### src/rtl/ws2812b_pkg.sv
// rtl/ws2812b_pkg.sv - shared WS2812B timing constants and GRB pixel layout
package ws2812b_pkg;

  // Line timing in clocks at 50 MHz
  localparam int WS_BIT_THRESH_CLK = 30;    // high time at/above which a bit is 1
  localparam int WS_MAX_HIGH_CLK   = 60;    // high time at/above which a pulse is malformed
  localparam int WS_LATCH_LOW_CLK  = 2500;  // low time that latches a frame
  localparam int WS_BIT_PERIOD_CLK = 63;    // nominal high+low time of one bit

  // Pixel layout: green first on the wire, MSB first
  localparam int BITS_PER_PIXEL = 24;
  localparam int GREEN_LSB      = 16;
  localparam int RED_LSB        = 8;
  localparam int BLUE_LSB       = 0;

  typedef struct packed {
    logic [7:0] green;
    logic [7:0] red;
    logic [7:0] blue;
  } grb_t;

  function automatic grb_t unpack_grb(input logic [BITS_PER_PIXEL-1:0] word);
    grb_t p;
    p.green = word[GREEN_LSB +: 8];
    p.red   = word[RED_LSB   +: 8];
    p.blue  = word[BLUE_LSB  +: 8];
    return p;
  endfunction

endpackage

### src/rtl/ws2812b_line_decoder_bit_slicer.sv
// rtl/ws2812b_line_decoder_bit_slicer.sv - synchronizes the line and slices high pulses into bits
module ws2812b_bit_slicer #(
  parameter int BIT_THRESH_CLK = 30,
  parameter int MAX_HIGH_CLK   = 60,
  parameter int LATCH_LOW_CLK  = 2500
) (
  input  logic clk,
  input  logic reset,
  input  logic line_raw,
  output logic bit_strobe,
  output logic bit_value,
  output logic latch_strobe,
  output logic pulse_error
);

  localparam int HW = $clog2(MAX_HIGH_CLK + 1);
  localparam int LW = $clog2(LATCH_LOW_CLK + 1);

  localparam logic [HW-1:0] HIGH_ONE   = HW'(BIT_THRESH_CLK);
  localparam logic [HW-1:0] HIGH_LIMIT = HW'(MAX_HIGH_CLK - 1);
  localparam logic [LW-1:0] LOW_LAST   = LW'(LATCH_LOW_CLK - 1);
  localparam logic [LW-1:0] LOW_SAT    = LW'(LATCH_LOW_CLK);

  localparam logic [1:0] ST_SYNC = 2'd0;
  localparam logic [1:0] ST_IDLE = 2'd1;
  localparam logic [1:0] ST_HIGH = 2'd2;

  logic [1:0]    state;
  logic          line_meta;
  logic          line_s;
  logic          line_q;
  logic          rise;
  logic          fall;
  logic [HW-1:0] high_cnt;
  logic [LW-1:0] low_cnt;

  assign rise = line_s & ~line_q;
  assign fall = ~line_s & line_q;

  // Two-flop synchronizer followed by the edge-detect register
  always_ff @(posedge clk or posedge reset) begin
    if (reset) begin
      line_meta <= 1'b0;
      line_s    <= 1'b0;
      line_q    <= 1'b0;
    end else begin
      line_meta <= line_raw;
      line_s    <= line_meta;
      line_q    <= line_s;
    end
  end

  // SYNC/IDLE/HIGH state machine timing the synchronized line
  always_ff @(posedge clk or posedge reset) begin
    if (reset) begin
      state        <= ST_SYNC;
      high_cnt     <= '0;
      low_cnt      <= '0;
      bit_strobe   <= 1'b0;
      bit_value    <= 1'b0;
      latch_strobe <= 1'b0;
      pulse_error  <= 1'b0;
    end else begin
      bit_strobe   <= 1'b0;
      latch_strobe <= 1'b0;
      pulse_error  <= 1'b0;
      case (state)
        ST_SYNC: begin
          // Wait for one full latch gap so we never lock on mid-frame
          if (line_s) begin
            low_cnt <= '0;
          end else begin
            low_cnt <= low_cnt + 1'b1;
            if (low_cnt == LOW_LAST) state <= ST_IDLE;
          end
        end
        ST_IDLE: begin
          if (rise) begin
            state    <= ST_HIGH;
            high_cnt <= HW'(1);
            low_cnt  <= '0;
          end else if (low_cnt != LOW_SAT) begin
            low_cnt <= low_cnt + 1'b1;
            if (low_cnt == LOW_LAST) latch_strobe <= 1'b1;
          end
        end
        ST_HIGH: begin
          if (fall) begin
            bit_strobe <= 1'b1;
            bit_value  <= (high_cnt >= HIGH_ONE);
            state      <= ST_IDLE;
            low_cnt    <= LW'(1);
          end else if (high_cnt == HIGH_LIMIT) begin
            // Line still high as the count reaches the limit: malformed pulse
            pulse_error <= 1'b1;
            state       <= ST_SYNC;
            low_cnt     <= '0;
          end else begin
            high_cnt <= high_cnt + 1'b1;
          end
        end
        default: state <= ST_SYNC;
      endcase
    end
  end

endmodule

### src/rtl/ws2812b_line_decoder.sv
// rtl/ws2812b_line_decoder.sv - assembles sliced WS2812B bits into GRB pixels and frames
module ws2812b_line_decoder
  import ws2812b_pkg::*;
#(
  parameter int MAX_POS        = 109,
  parameter int BIT_THRESH_CLK = WS_BIT_THRESH_CLK,
  parameter int MAX_HIGH_CLK   = WS_MAX_HIGH_CLK,
  parameter int LATCH_LOW_CLK  = WS_LATCH_LOW_CLK
) (
  input  logic                       clk,
  input  logic                       reset,
  input  logic                       leds_line,
  output logic                       pixel_valid,
  output logic [$clog2(MAX_POS)-1:0] pixel_index,
  output logic [7:0]                 pixel_green,
  output logic [7:0]                 pixel_red,
  output logic [7:0]                 pixel_blue,
  output logic                       frame_done,
  output logic [$clog2(MAX_POS):0]   frame_pixels,
  output logic                       err_pulse,
  output logic                       err_partial,
  output logic                       err_overflow
);

  localparam int IW = $clog2(MAX_POS);
  localparam int CW = IW + 1;

  localparam logic [CW-1:0] POS_LIMIT = CW'(MAX_POS);
  localparam logic [4:0]    LAST_BIT  = 5'(BITS_PER_PIXEL - 1);

  logic                      bit_strobe;
  logic                      bit_value;
  logic                      latch_strobe;
  logic                      pulse_error;
  // Only the 23 earlier bits are stored; the 24th arrives with bit_strobe
  logic [BITS_PER_PIXEL-2:0] shift_q;
  logic [BITS_PER_PIXEL-1:0] shift_next;
  grb_t                      next_pix;
  logic [4:0]                bit_cnt;
  logic [CW-1:0]             pix_cnt;
  logic                      frame_active;

  ws2812b_bit_slicer #(
    .BIT_THRESH_CLK(BIT_THRESH_CLK),
    .MAX_HIGH_CLK  (MAX_HIGH_CLK),
    .LATCH_LOW_CLK (LATCH_LOW_CLK)
  ) u_slicer (
    .clk         (clk),
    .reset       (reset),
    .line_raw    (leds_line),
    .bit_strobe  (bit_strobe),
    .bit_value   (bit_value),
    .latch_strobe(latch_strobe),
    .pulse_error (pulse_error)
  );

  assign shift_next = {shift_q, bit_value};
  assign next_pix   = unpack_grb(shift_next);

  // Bit assembly, pixel counting, latch handling and registered outputs
  always_ff @(posedge clk or posedge reset) begin
    if (reset) begin
      shift_q      <= '0;
      bit_cnt      <= '0;
      pix_cnt      <= '0;
      frame_active <= 1'b0;
      pixel_valid  <= 1'b0;
      pixel_index  <= '0;
      pixel_green  <= '0;
      pixel_red    <= '0;
      pixel_blue   <= '0;
      frame_done   <= 1'b0;
      frame_pixels <= '0;
      err_pulse    <= 1'b0;
      err_partial  <= 1'b0;
      err_overflow <= 1'b0;
    end else begin
      pixel_valid  <= 1'b0;
      frame_done   <= 1'b0;
      err_pulse    <= 1'b0;
      err_partial  <= 1'b0;
      err_overflow <= 1'b0;
      if (pulse_error) begin
        // Drop the half-built pixel but keep the frame's pixel count
        err_pulse <= 1'b1;
        bit_cnt   <= '0;
      end else if (bit_strobe) begin
        shift_q      <= shift_next[BITS_PER_PIXEL-2:0];
        frame_active <= 1'b1;
        if (bit_cnt == LAST_BIT) begin
          bit_cnt <= '0;
          if (pix_cnt < POS_LIMIT) begin
            pixel_valid <= 1'b1;
            pixel_index <= pix_cnt[IW-1:0];
            pixel_green <= next_pix.green;
            pixel_red   <= next_pix.red;
            pixel_blue  <= next_pix.blue;
            pix_cnt     <= pix_cnt + 1'b1;
          end else begin
            err_overflow <= 1'b1;
          end
        end else begin
          bit_cnt <= bit_cnt + 1'b1;
        end
      end else if (latch_strobe && frame_active) begin
        frame_done   <= 1'b1;
        frame_pixels <= pix_cnt;
        err_partial  <= (bit_cnt != '0);
        pix_cnt      <= '0;
        bit_cnt      <= '0;
        frame_active <= 1'b0;
      end
    end
  end

endmodule

### config.mk
export PLATFORM = sky130hd
export DESIGN_NAME = ws2812b_line_decoder
export DESIGN_NICKNAME = d
export VERILOG_FILES = /design/src/rtl/ws2812b_pkg.sv /design/src/rtl/ws2812b_line_decoder_bit_slicer.sv /design/src/rtl/ws2812b_line_decoder.sv
export SDC_FILE = /design/constraint.sdc
export NUM_CORES = 1
export LEC_CHECK = 0
export BUFFER_PORTS_ARGS = -buffer_cell sky130_fd_sc_hd__buf_2
export CORE_ASPECT_RATIO = 0.75
export CORE_MARGIN = 3
export CORE_UTILIZATION = 23
export DETAILED_ROUTE_END_ITERATION = 12
export GPL_TIMING_DRIVEN = 0
export PLACE_DENSITY = 0.45
export RECOVER_POWER = 50
export SYNTH_ARGS = -nofsm -noshare
export SYNTH_HDL_FRONTEND = slang
export SYNTH_HIERARCHICAL = 1
export SYNTH_SLANG_ARGS = --single-unit
### constraint.sdc
create_clock -name clk -period 5.7 [get_ports clk]
set_clock_uncertainty 0.15 [all_clocks]
set_input_delay 1.14 -clock clk [delete_from_list [all_inputs] [get_ports clk]]
set_output_delay 1.14 -clock clk [all_outputs]
set_load 0.01 [all_outputs]
==> results.txt, run 1 <==
----------------------------------------------------
[Clocking]
  Sinks on Clock Net ... 108
  Buffers inserted during post-CTS setup optimization ... 0
  Later-pin clock latency in the skew report ... 0.36 ns
  TritonCTS clock tree ... built
  Maximum clock path buffer count ... 2
  Total of hold buffers inserted after clock tree synthesis ... 0
  Clock root buffer ... clkbuf_16
  Clock transition at the registers of the reported paths ... 0.07 ns
  Number of H-tree branching levels ... 3
  Number of buffers created by CTS ... 9
  Number of cells upsized or downsized after cts ... 0

[Placed design]
  IO Port Bufs ... 46
  Dpl hpwl ... 7643 um
  Total cell area at the placement stage ... 5617 um^2
  Weighted congestion at the end of routability-driven global placement ... 0.7612

[Die]
  Area inside the core boundary ... 21240 um^2
  Die width ... 176.2 um
  Initial standard-cell utilization of the core ... 23.52%
  Height of the chip ... 133.6 um
  Boundary Pins ... 47
  DIE AREA ... 23540 um^2
  Placement row count ... 46

[Power]
  Clock power frac ... 45.9%
  Power density of the placed cells ... 251.3 nW/um^2
  P_sw ... 0.3215 mW
  Static Leak ... 2.892 nW
  Switching share of total power ... 21.62%
  Sequential cell fraction of total power ... 51.9%
  Internal power of the cells ... 1.165 mW
  Maximum ir drop on the vdd rail ... 0.1444 mV
  Post-layout total power ... 1.487 mW
  Part of the power in combinational logic ... 2.2%

[Finish]
  ANT cells ... 0
  Share of cells above drive strength 1 ... 22.78%
  Final layout net count ... 529
  Synth-to-Final Area Change ... 18.43%
  Final core utilization ... 27.86%
  Most common cell after layout, fill and taps aside ... nand2_1
  Most frequent cells in the layout ... 116 x nand2_1, 108 x dfrtp_1, 47 x buf_2, 24 x o21ai_0
  Final Cell Area ... 5917 um^2
  Layout filler cell count ... 2194

[Synthesis]
  Flip-flop and latch count after synthesis ... 108
  Net count after synthesis ... 471
  Count of yosys warnings during synthesis ... 6
  Distinct cell type count of the synthesized netlist ... 65
  Number of enable flip-flop cells after synthesis ... 0
  Portion of the post-synthesis area used by sequential elements ... 54.09%
  Synth Instances ... 456
  Summed instance area of the synthesized netlist ... 4996 um^2
  Main synth FF type ... dfrtp_1
  Mean post-synth cell area ... 10.96 um^2
  Async set-reset flop share out of synthesis ... 100.0%

[Setup path]
  Data required, critical path ... 5.78 ns
  Critical Path Start Type ... flip-flop
  Crit Path Class ... flip-flop to flip-flop
  Arr. time, crit path ... 2.59 ns
  Reg2Reg Setup Slack ... 3.19 ns
  Critical path startpoint ... u_slicer/bit_strobe
  CP Capture Type ... flip-flop
  Largest fanout on the critical path ... 10
  FF-to-FF Start ... u_slicer/bit_strobe

[Route]
  Final antenna-violating net count ... 0
  Detailed-route via count ... 3445
  Number of search-and-repair iterations in the first detailed-routing pass ... 5
  Vias per cell ... 4.274
  Remaining routing DRC violations ... 0
  First-iteration detailed-routing DRC count ... 178
  Wire length per cell ... 13.23 um
  Total detailed-routing wirelength ... 10660 um

[Global routing]
  Total routing usage reported by global routing ... 9.442%
  Global-route wire length before repair ... 17620 um
  Initial antenna violation count ... 0
  GR Overflow Total ... 0
  Number of global-route vias before repair ... 3310
  Largest net degree at the start of global routing ... 58

[STA]
  Final hold slack ... 0.1996 ns
  Slew at the pin with the worst max-slew slack ... 1.306 ns
  Slew Limit Fails ... 0
  Fmax ... 398.6 MHz
  Setup repair after global routing missed its margin ... false
  Worst slew slack as a fraction of its limit ... 12.48%
  Number of hold violations in the final report ... 0
  Time the worst path needs with I/O delays and setup ... 2.509 ns
  Final setup viols ... 0
  Total Negative Setup Slacks ... 0 ns
  Share of the cycle needed by the critical path after routing ... 44.01%

[Outcome]
  Result of the run ... finished, final reports clean

[Worst hold path]
  Class of the tightest hold or removal check ... flip-flop to flip-flop
  Worst hold start ... u_slicer/line_meta

[Run]
  Number of maximum-capacitance constraint violations ... 0

----------------------------------------------------
==> power by group through the flow <==
stage | Combinational, mW | Clock [mW] | Sequential (mW)
after floorplan | 0.0231 | 0 | 0.786
after global placement | 0.0312 | 0 | 0.787
after detailed placement | 0.0353 | 0 | 0.787
after CTS | 0.0353 | 0.708 | 0.772
after global routing | 0.0390 | 0.738 | 0.772
final | 0.0331 | 0.682 | 0.772
==> critical path, cell delays in order, from the launching register on <==
cell      delay, ns
dfrtp_1        0.32
clkbuf_1       0.40
nand2b_4       0.06
clkbuf_1       0.23
or2_0          0.29
buf_6          0.15
nor2_8         0.26
buf_8          0.19
mux2_1         0.32
==> area by class of cell <==
cell class | instances | area [um^2] | area share (%)
clock inverter | 6 | 96.34 | 1.628
buffer | 19 | 132.6 | 2.241
inverter | 21 | 80.08 | 1.353
clock buffer | 9 | 225.2 | 3.806
timing repair buffer | 47 | 256.5 | 4.335
tap | 288 | 360.3 | 6.090
sequential | 108 | 2703 | 45.68
multi-input combinational | 308 | 2063 | 34.87
==> cell usage after synthesis (all sizes together) (2+ instances only) <==
cell    number  area [um^2]
or3          3        18.77
ha          12        150.1
o31ai       13        112.6
o21bai       2        15.01
nand4        4        31.28
o211ai       2        15.01
nor2b        5        31.28
nor4         3        40.04
o41ai        6        86.34
buf          9        106.4
clkbuf      10        37.54
nor2        21        95.09
mux2        31        424.2
nand2      116        435.4
or2          2        12.52
o21ai       27        142.6
a21oi        4        20.02
a31o         3        26.28
inv         20        75.07
nor3         5        41.29
nand2b       5        46.30
dfrtp      108         2703
a31oi        5        31.28
a211oi       2        15.01
nand3       15        80.08
mux2i        4        40.04
==> registers in the layout, summed over array words and instances (netlist names), 2 cells and up <==
| register | count |
|---|---|
| frame_pixels | 8 |
| u_slicer/state | 2 |
| bit_cnt | 5 |
| pix_cnt | 8 |
| pixel_blue | 8 |
| shift_q | 23 |
| u_slicer/low_cnt | 12 |
| pixel_red | 8 |
| u_slicer/high_cnt | 6 |
| pixel_green | 8 |
| pixel_index | 7 |
==> through the flow <==
| step | instances | setup WS [ns] |
|---|---|---|
| 3_5_place_dp | 791 | 3.289 |
| 5_1_grt | 806 | 3.008 |
| 4_1_cts | 806 | 3.259 |
| 2_1_floorplan | 456 | 2.330 |
| 3_3_place_gp | 790 | 1.245 |
| 6_report | 806 | 3.191 |
==> cells by family after synthesis <==
family | after synthesis | synth area share (%)
buffers and inverters | 40 | 4.458
AOI/OAI and AO/OA | 74 | 11.25
xor gates and xnor gates | 1 | 0.1753
adders and majority gates | 12 | 3.005
DFF | 108 | 54.09
and+or+nand+nor | 186 | 17.73
muxes | 35 | 9.291
==> per-layer routing <==
layer / wire, um / vias to the layer above / GRT usage, %
li1: - / 1691 / -
met1: 5473 / 1681 / 13.31
met2: 4580 / 61 / 13.91
met3: 495 / 12 / 3.105
met4: 110 / 0 / 2.505
met5: 0 / - / 0
==> final timing paths <==
check	to	cells past startpoint
max in group asynchronous	pixel_index[4]	3
min in group asynchronous	u_slicer/high_cnt[4]	2
worst max register to register	pixel_blue[1]	8
worst min register to register	u_slicer/line_s	0
worst max-delay path	pixel_blue[1]	8
worst min-delay path	u_slicer/line_s	0
Note: power is estimated with default switching activity, not from simulation.
==> inputs of run 2 (changes only) <==
--- a/config.mk
+++ b/config.mk
@@ -5,6 +5,7 @@
 export SDC_FILE = /design/constraint.sdc
 export NUM_CORES = 1
 export LEC_CHECK = 0
+export ABC_AREA = 1
 export BUFFER_PORTS_ARGS = -buffer_cell sky130_fd_sc_hd__buf_2
 export CORE_ASPECT_RATIO = 0.75
 export CORE_MARGIN = 3
==> constraint.sdc (replaced) <==
create_clock -name clk -period 2.55 [get_ports clk]
set_clock_uncertainty 0.15 [all_clocks]
set_input_delay 0.51 -clock clk [delete_from_list [all_inputs] [get_ports clk]]
set_output_delay 0.51 -clock clk [all_outputs]
set_load 0.01 [all_outputs]
==> results.txt, run 2 <==
----------------------------------------------------
[Finish]
  Max FFs per register ... 23
  ANT cells ... 0
  Largest registers in the final layout ... shift_q (23), u_slicer/low_cnt (12)
  Final Cell Area ... 5759 um^2
  Layout filler cell count ... 2189
  Largest reg by FF count ... shift_q
  Most frequent cells in the layout ... 130 x nand2_1, 108 x dfrtp_1, 70 x inv_1, 70 x o21ai_0, 43 x buf_2
  Share of cells above drive strength 1 ... 15.45%
  Final core utilization ... 28.02%
  Synth-to-Final Area Change ... 17.81%
  Count of placed standard cells in the final layout, fillers left out ... 897
  Most common cell after layout, fill and taps aside ... nand2_1
  Final layout net count ... 625

[Route]
  Vias per cell ... 4.227
  Number of search-and-repair iterations in the first detailed-routing pass ... 4
  Wire length per cell ... 12.43 um
  Remaining routing DRC violations ... 0
  Detailed-route via count ... 3792
  Total detailed-routing wirelength ... 11150 um
  First-iteration detailed-routing DRC count ... 233
  Final antenna-violating net count ... 0

[Clocking]
  Total of hold buffers inserted after clock tree synthesis ... 0
  Number of buffers created by CTS ... 9
  TritonCTS clock tree ... built
  Buffers inserted during post-CTS setup optimization ... 0
  Clock transition at the registers of the reported paths ... 0.08 ns
  Number of H-tree branching levels ... 3
  Number of cells upsized or downsized after cts ... 0
  Maximum clock path buffer count ... 2
  Later-pin clock latency in the skew report ... 0.35 ns
  Clock root buffer ... clkbuf_16
  Sinks on Clock Net ... 108

[Synthesis]
  Count of yosys warnings during synthesis ... 6
  Mean post-synth cell area ... 8.872 um^2
  Net count after synthesis ... 566
  Area share of the leading cell type in the synthesized netlist ... 55.29%
  Most numerous cell in the Yosys netlist ... nand2_1
  Flip-flop and latch count after synthesis ... 108
  Cell type contributing the most total cell area after synthesis ... dfrtp_1
  Summed instance area of the synthesized netlist ... 4888 um^2
  Largest cells by area after synthesis ... dfrtp_1 55%, nand2_1 10%, o21ai_0 7.2%
  Distinct cell type count of the synthesized netlist ... 41
  Main synth FF type ... dfrtp_1
  Portion of the post-synthesis area used by sequential elements ... 55.29%
  Async set-reset flop share out of synthesis ... 100.0%
  Number of enable flip-flop cells after synthesis ... 0
  Synth Instances ... 551
  Post-synth top cells ... 130 x nand2_1, 108 x dfrtp_1, 70 x o21ai_0

[STA]
  Number of hold violations in the final report ... 0
  Worst slew slack as a fraction of its limit ... 16.57%
  Setup repair after global routing missed its margin ... false
  Crit path setup slack, layout ... 0.4326 ns
  Total Negative Setup Slacks ... 0 ns
  Share of the cycle needed by the critical path after routing ... 83.04%
  Time the worst path needs with I/O delays and setup ... 2.117 ns
  Slew Limit Fails ... 0
  Final setup viols ... 0
  Fmax ... 472.3 MHz
  Slew at the pin with the worst max-slew slack ... 1.245 ns
  Final hold slack ... 0.1163 ns

[Power]
  Sequential cell fraction of total power ... 53.7%
  Internal power of the cells ... 2.429 mW
  P_sw ... 0.7800 mW
  Clock power frac ... 44.4%
  Part of the power in combinational logic ... 2.0%
  Maximum ir drop on the vdd rail ... 0.2745 mV
  Post-layout total power ... 3.209 mW
  Switching share of total power ... 24.30%
  Static Leak ... 2.692 nW
  Power density of the placed cells ... 557.2 nW/um^2

[Setup path]
  Crit-path slowest cell ... dfrtp_1
  CP Capture Type ... flip-flop
  Arr. time, crit path ... 2.18 ns
  Crit Path Class ... flip-flop to flip-flop
  Cell with the most instances on the worst path ... inv_1
  Largest fanout on the critical path ... 10
  Largest stage delay, worst path ... 0.43 ns
  Data required, critical path ... 2.61 ns
  Critical Path Start Type ... flip-flop
  Chain of cells forming the critical path ... inv_1 > nor2_1 > inv_1 > nor2_2 > nand3_2 > clkbuf_1 > nand2_1 > o21ai_0
  Family with the most delay on the worst path ... simple AND/OR/NAND/NOR gates
  Total buffers and inverters traversed by the critical path ... 3

[Global routing]
  Initial antenna violation count ... 0
  Largest net degree at the start of global routing ... 30
  Global-route wire length before repair ... 18990 um
  Total routing usage reported by global routing ... 10.03%
  GR Overflow Total ... 0
  Number of global-route vias before repair ... 3679

[Placed design]
  Total cell area at the placement stage ... 5515 um^2
  Post-Place Setup Slack ... 0.5849 ns
  IO Port Bufs ... 46
  Weighted congestion at the end of routability-driven global placement ... 0.7917
  Total instance count after detailed placement ... 881
  Dpl hpwl ... 8163 um

[Outcome]
  Result of the run ... finished, final reports clean

[Die]
  Area inside the core boundary ... 20550 um^2
  Placement row count ... 45
  Boundary Pins ... 47
  Initial standard-cell utilization of the core ... 23.79%
  DIE AREA ... 23060 um^2
  Die width ... 174.3 um
  Height of the chip ... 132.3 um

[Run]
  Number of maximum-capacitance constraint violations ... 0

[Worst hold path]
  Class of the tightest hold or removal check ... input port to flip-flop

----------------------------------------------------
run 2: area by class of cell:
cell class	count	area (um^2)	share of cell area, %
Clock inverter	7	76.32	1.325
Clock buffer	9	225.2	3.910
Multi-Input combinational cell	349	1787	31.02
Buffer	16	87.58	1.521
Sequential cell	108	2703	46.93
Tap cell	282	352.8	6.126
Inverter	78	296.5	5.149
Timing Repair Buffer	48	231.5	4.019
run 2: logic make-up after synthesis:
logic type      Yosys count  share of synthesized area [%]
flops                   108                          55.29
simple gates            233                          21.73
xor+xnor                  6                          1.075
buf+inv                  94                          7.858
compound gates           98                          10.98
fa+ha+maj                12                          3.071
run 2: path summary, 6_finish.rpt:
kind | cells after the start | from | to | slack (ns)
worst max-delay path | 8 | u_slicer/bit_strobe | pixel_red[1] | 0.43
worst min-delay path | 1 | leds_line | u_slicer/line_meta | 0.12
worst max register to register | 8 | u_slicer/bit_strobe | pixel_red[1] | 0.43
worst min register to register | 0 | u_slicer/line_meta | u_slicer/line_s | 0.20
max in group asynchronous | 3 | reset | frame_pixels[5] | 0.76
min in group asynchronous | 2 | reset | pix_cnt[5] | 0.26
run 2: power groups by stage:
stage | Clock, mW | Combinational (mW) | Sequential (mW)
after floorplan | 0 | 0.0463 | 1.76
after global placement | 0 | 0.0629 | 1.76
after detailed placement | 0 | 0.0743 | 1.76
after CTS | 1.47 | 0.0744 | 1.72
after global routing | 1.54 | 0.0760 | 1.72
final | 1.42 | 0.0628 | 1.72
run 2: layer usage:
metal / vias up / GRT usage (%) / part of all wire, %
li1: 1874 / - / -
met1: 1829 / 14.16 / 51
met2: 82 / 15.30 / 44
met3: 7 / 2.418 / 4.7
met4: 0 / 2.902 / 0.76
met5: - / 0 / 0
